==> config.mk <==
export PLATFORM = sky130hd
export DESIGN_NAME = int_ctrl_flat
export DESIGN_NICKNAME = d
export VERILOG_FILES = /design/src/rtl/int_ctrl_if.sv /design/src/rtl/int_ctrl.sv /design/src/flat_wrapper.sv
export SDC_FILE = /design/constraint.sdc
export NUM_CORES = 1
export LEC_CHECK = 0
export BUFFER_PORTS_ARGS = -buffer_cell sky130_fd_sc_hd__buf_4
export CELL_PAD_IN_SITES_DETAIL_PLACEMENT = 1
export CELL_PAD_IN_SITES_GLOBAL_PLACEMENT = 2
export CORE_MARGIN = 1
export CORE_UTILIZATION = 31
export DETAILED_ROUTE_END_ITERATION = 6
export PLACE_DENSITY = 0.76
export SLEW_MARGIN = 20
export SYNTH_ARGS = -nofsm -noshare
export SYNTH_HDL_FRONTEND = slang
export SYNTH_SLANG_ARGS = --single-unit
==> constraint.sdc <==
create_clock -name clk -period 1.3 [get_ports clk]
set_input_delay 0 -clock clk [delete_from_list [all_inputs] [get_ports clk]]
set_output_delay 0 -clock clk [all_outputs]
set_load 0.05 [all_outputs]
==> src/rtl/int_ctrl_if.sv <==
`default_nettype none
// ============================================================================
// Module   : int_ctrl_if
// Purpose  : Bundle of request/status signals between the interrupt controller
//            and its environment (peripherals + single-cycle CPU control unit).
// Ports    : irq, irq_mask, s_calli, s_reti  -> into the controller
//            min_bit_s, min_bit_a, irq_pending <- out of the controller
//            master : environment side (drives requests, reads status)
//            slave  : int_ctrl side
// Revision : 1.0 - initial release
// ============================================================================
interface int_ctrl_if;
  logic [7:0] irq;
  logic [7:0] irq_mask;
  logic [7:0] s_calli;
  logic [7:0] s_reti;
  logic [7:0] min_bit_s;
  logic [7:0] min_bit_a;
  logic [7:0] irq_pending;

  modport master (
    output irq, irq_mask, s_calli, s_reti,
    input  min_bit_s, min_bit_a, irq_pending
  );

  modport slave (
    input  irq, irq_mask, s_calli, s_reti,
    output min_bit_s, min_bit_a, irq_pending
  );
endinterface : int_ctrl_if
`default_nettype wire

==> src/rtl/int_ctrl.sv <==
`default_nettype none
// ============================================================================
// Module   : int_ctrl
// Purpose  : Interrupt controller for the single-cycle CPU control unit.
//            Synchronises and edge-detects raw irq lines into a pending set,
//            tracks the in-service set from the control unit's call/return
//            vectors, and presents the highest-priority (lowest index)
//            unmasked, not-in-service pending line and in-service line as
//            one-hot vectors.
// Ports    : clk         - system clock, rising edge
//            reset       - asynchronous active-low reset
//            bus (slave) - irq, irq_mask, s_calli, s_reti in;
//                          min_bit_s, min_bit_a, irq_pending out
// Params   : SYNC_STAGES - synchroniser depth per irq line (>= 2)
//            TRAP_MASK   - lines reserved for internal traps; raw irq ignored
// Revision : 1.0 - initial release
// ============================================================================
module int_ctrl #(
  parameter int unsigned SYNC_STAGES = 2,
  parameter logic [7:0]  TRAP_MASK   = 8'b0000_0001
) (
  input  wire logic  clk,
  input  wire logic  reset,
  int_ctrl_if.slave  bus
);

  // Synchroniser chain: r_sync[0] is the first flop, r_sync[SYNC_STAGES-1]
  // is the metastability-safe output.
  logic [SYNC_STAGES-1:0][7:0] r_sync;
  logic [7:0] r_sync_d;
  logic [7:0] r_pending;
  logic [7:0] r_in_service;
  logic [7:0] r_calli_q;
  logic [7:0] r_reti_q;

  logic [7:0] w_sync_out;
  logic [7:0] w_rise;
  logic [7:0] w_take;
  logic [7:0] w_ret;
  logic [7:0] w_cand_s;

  assign w_sync_out = r_sync[SYNC_STAGES-1];

  // Trap lines are only ever raised internally through s_calli, so their
  // raw pins never contribute an edge.
  assign w_rise = w_sync_out & ~r_sync_d & ~TRAP_MASK;

  // The control unit holds its vectors for many cycles; only the newly set
  // bits act, so a held vector is applied exactly once.
  assign w_take = bus.s_calli & ~r_calli_q;
  assign w_ret  = bus.s_reti  & ~r_reti_q;

  always_ff @(posedge clk or negedge reset) begin
    if (!reset) begin
      r_sync       <= '0;
      r_sync_d     <= '0;
      r_pending    <= '0;
      r_in_service <= '0;
      r_calli_q    <= '0;
      r_reti_q     <= '0;
    end else begin
      r_sync       <= {r_sync[SYNC_STAGES-2:0], bus.irq};
      r_sync_d     <= w_sync_out;
      r_calli_q    <= bus.s_calli;
      r_reti_q     <= bus.s_reti;
      // take beats ret on the same bit; a fresh edge beats take on the same
      // bit so a request arriving while being vectored is not lost.
      r_in_service <= (r_in_service & ~w_ret) | w_take;
      r_pending    <= (r_pending & ~w_take) | w_rise;
    end
  end

  assign w_cand_s = r_pending & ~bus.irq_mask & ~r_in_service;

  // x & -x isolates the lowest set bit (bit 0 = highest priority).
  assign bus.min_bit_s   = w_cand_s & (~w_cand_s + 8'd1);
  assign bus.min_bit_a   = r_in_service & (~r_in_service + 8'd1);
  assign bus.irq_pending = r_pending;

endmodule : int_ctrl
`default_nettype wire

==> src/flat_wrapper.sv <==
// flat-port wrapper written by rule: the top's interface ports become plain ports
module int_ctrl_flat 
#(
  parameter int unsigned SYNC_STAGES = 2,
  parameter logic [7:0]  TRAP_MASK   = 8'b0000_0001
)
  (clk, reset, bus_irq, bus_irq_mask, bus_s_calli, bus_s_reti, bus_min_bit_s, bus_min_bit_a, bus_irq_pending);
  int_ctrl_if bus_i ();
  input  wire logic clk;
  input  wire logic reset;
  input wire logic [$bits(bus_i.irq)-1:0] bus_irq;
  input wire logic [$bits(bus_i.irq_mask)-1:0] bus_irq_mask;
  input wire logic [$bits(bus_i.s_calli)-1:0] bus_s_calli;
  input wire logic [$bits(bus_i.s_reti)-1:0] bus_s_reti;
  output wire logic [$bits(bus_i.min_bit_s)-1:0] bus_min_bit_s;
  output wire logic [$bits(bus_i.min_bit_a)-1:0] bus_min_bit_a;
  output wire logic [$bits(bus_i.irq_pending)-1:0] bus_irq_pending;
  assign bus_i.irq = bus_irq;
  assign bus_i.irq_mask = bus_irq_mask;
  assign bus_i.s_calli = bus_s_calli;
  assign bus_i.s_reti = bus_s_reti;
  assign bus_min_bit_s = bus_i.min_bit_s;
  assign bus_min_bit_a = bus_i.min_bit_a;
  assign bus_irq_pending = bus_i.irq_pending;
  int_ctrl #(.SYNC_STAGES(SYNC_STAGES), .TRAP_MASK(TRAP_MASK)) u_core (.clk(clk), .reset(reset), .bus(bus_i));
endmodule
==> run summary <==
The flow ran to the end, but the final reports show violations. The final reports fail on negative setup slack. The peak supply drop came out at 0.000720 V. The number of antenna-violating nets in the routed design is 0.

The per-cell via count in the routed design is 4.27. The number of diodes is 0. The placer's final routability congestion estimate came out at 0.750.

The pin slew with the least headroom to its limit came out at 0.640 ns. The post-route worst hold slack came out at 0.268 ns. For the worst setup path, the data required time is 1.30 ns. The setup path with the least slack is of type reg2out. Traced cell by cell, the critical path runs through buf_4, or3b_4, buf_6, clkinvlp_4, nor2_4, buf_6. The cell sitting at the root of the clock tree is a clkbuf_8. The final count of negative-setup-slack endpoints is 15. The number of buffers created by CTS is 5.

The starting density of the core came out at 32.4%. The total global routing track utilization came out at 15.6%. In the layout the commonest cells are buf_4, dfrtp_1, dlygate4sd3_1.

The die covers 0.00610 sq mm. The sequential fraction of the synthesis area came out at 73.9%. TritonCTS built the clock tree. The horizontal extent of the die is 78.1 um. The final design area excluding fillers came out at 0.00303 sq mm. The remaining max-slew budget at the tightest pin came out at 57.3%. The worst slack at placement is -0.119 ns. Counting buffers and inverters, the worst setup path is 6 cells deep. Summed over all instances, the cell type with the most area after synthesis is dfrtp_1. The total routed wirelength came out at 4340 um. After the last flow step, the layout net total stands at 274. The mean instance size in the synthesized netlist came out at 13.1 sq um. The number of antenna violations at the first check in global routing came out at 0. The kind of launch point of the worst setup path is a register. In this run the power density over the cells is 1190 mW/mm^2.

The number of synthesized register bits is 53. Setup repair after global routing could not meet its margin everywhere. The internal reg-to-reg setup slack is 0.33 ns.

The overall overflow remaining after global route came out at 0. The number of H-tree levels is 2. Broken down by cell family, the worst path's largest delay share belongs to buffers and inverters.

The maximum frequency from static timing analysis is 583 MHz. The total leakage power came out at 0.00141 uW. The via total after detailed routing is 1338. The tool flagged a number of max-cap violations equal to 0. The number of search-and-repair iterations in the first detailed-routing pass is 2. Counting both buffers and inverters, the worst setup path holds a total of 4. The DRC violation total after the first TritonRoute iteration is 12. Entering global routing, the biggest net connects 54 pins. The biggest cell delay along the critical path is 0.44 ns. The total clock sinks came out at 53. The synthesized net count came out at 171.

The critical-path maximum fanout is 3. The number of top-level pins came out at 58. The multi-input combinational cells in the finished layout cover a total of 566 sq um. The area of placed instances is 0.00254 sq mm. The global-route wire length before repair came out at 7250 um.

Synthesis handed over a netlist of 137 instances. The number of global-route vias before repair came out at 1524. The number of failing hold endpoints at the final stage is 0. The fraction of the cycle the final worst path needs came out at 132%. The worst clock skew is 0.00584 ns.

Leaving out fill and tap cells, the most frequent cell in the layout is buf_4. The number of I/O port buffers came out at 56. The share of cells above drive strength 1 came out at 47.3%.

The post-DP HPWL is 3050 um. The startpoint identified for the worst register-to-register timing path is u_core.r_in_service[0]. The clock latency on the worst-skew pair is 0.30 ns. In this run the worst setup path begins at u_core.r_in_service[0]. The worst register-to-register path ends at u_core.r_in_service[0]. The maximum root-to-sink buffer count came out at 2. The count of unresolved DRC violations after routing came out at 0.

Row generation in the floorplan step produced 27 rows. By area the synthesized netlist is led by dfrtp_1, o21ai_0, inv_1. The cell that appears most often on the critical path is buf_6.

The share of synthesized area in the top cell type comes to 73.9%. The worst setup path is captured at an output port. The final routed wire length divided by cell count is 13.9 um. The core region is 0.00554 sq mm. The total of fill cells in the finished design is 582. The post-route worst setup slack is -0.416 ns. Counting cells, the worst reg-to-reg path comes to 4. The final-report max-slew violation count came out at 0. The cell area that synthesis handed to floorplanning was 0.00179 sq mm. The synthesis-to-layout area growth is 68.6%. The die is 78.1 um tall. In this run the worst setup path terminates at bus_min_bit_s[1]. During synthesis, Yosys emitted a total of 0 warnings. The final period demand of the worst path came out at 1.72 ns.

The min-delay analysis places its worst path in the category in2async. The total area of sequential cells came out at 0.00134 sq mm. The distinct cell type count of the synthesized netlist came out at 20. On the critical path, the stage with the largest delay is an instance of dfrtp_2. The clock transition at the register clock pins on the worst setup and hold paths after CTS came out at 0.10 ns. The worst endpoint data arrival time is 1.72 ns.
==> report_power, final <==
| part | total, uW | switching, uW | internal, uW |
|---|---|---|---|
| clock network | 978 | 538 | 439 |
| registers | 1830 | 67.9 | 1760 |
| logic | 787 | 426 | 361 |
| total | 3600 | 1030 | 2560 |
==> area by class of cell <==
| type | count | area share (%) |
|---|---|---|
| well taps | 72 | 2.98 |
| clock buffers | 6 | 2.73 |
| inverters | 16 | 2.11 |
| flip-flops and latches | 53 | 44.2 |
| multi-input cells | 67 | 18.7 |
| repair buffers | 97 | 28.8 |
| clock inverters | 2 | 0.538 |
==> layer usage <==
metal	global-route usage [%]	vias up	wire, um
met1	17.2	678	1680
met5	0	-	0
met2	30.1	18	2530
met4	3.89	0	19
li1	-	640	-
met3	3.49	2	102
==> cell families (layout without fill, tap and decap cells) <==
group	count (synthesis)	count (layout)	share of synthesized area (%)
simple gates	52	52	18.1
flops	53	53	73.9
compound gates	15	15	4.18
buf+inv	17	121	3.77
==> timing repair <==
action,CTS,global route
hold endpoints to repair,85,0
pin swaps,9,5
resized for setup,24,6
setup endpoints to repair,15,15
setup buffers,0,3
hold buffers,24,0
==> flip-flops by register name (all words and copies together), names as in the netlist <==
signal and cells:
u_core.bus.irq_pending 8, u_core.r_calli_q 8, u_core.r_in_service 8, u_core.r_reti_q 8
u_core.r_sync 7, u_core.r_sync_d 7, u_core.w_sync_out 7
==> through the flow <==
step,cells,TNS [ns],total power (uW),util (%)
6_report,313,-4.57,3600,54.6
2_1_floorplan,137,-1.77,2230,-
5_1_grt,313,-5.46,3760,54.6
4_1_cts,310,-3.70,3610,53.7
3_3_place_gp,278,-0.198,2510,45.9
3_5_place_dp,278,-0.330,2540,45.9
==> how the worst min path moves through the flow <==
stage               slack [ns]  cells after the start                        end  start
floorplan                -0.30                      0  u_core.bus.irq_pending[0]  reset
global placement          0.06                      1       u_core.w_sync_out[1]  reset
detailed placement        0.08                      1       u_core.w_sync_out[1]  reset
CTS                       0.28                      2       u_core.w_sync_out[1]  reset
global route              0.32                      2           u_core.r_sync[1]  reset
finish                    0.27                      2       u_core.w_sync_out[1]  reset
==> Yosys cell counts (all sizes together) <==
| master | instances |
|---|---|
| inv | 16 |
| nand2 | 16 |
| or3b | 5 |
| nor2b | 2 |
| nor2 | 4 |
| nor4 | 2 |
| nor3 | 2 |
| nand4 | 1 |
| nand2b | 9 |
| buf | 1 |
| nor4b | 2 |
| o21ai | 15 |
| and2b | 1 |
| nor3b | 5 |
| nand3 | 1 |
| and2 | 2 |
| dfrtp | 53 |
Note: power is estimated with default switching activity, not from simulation.
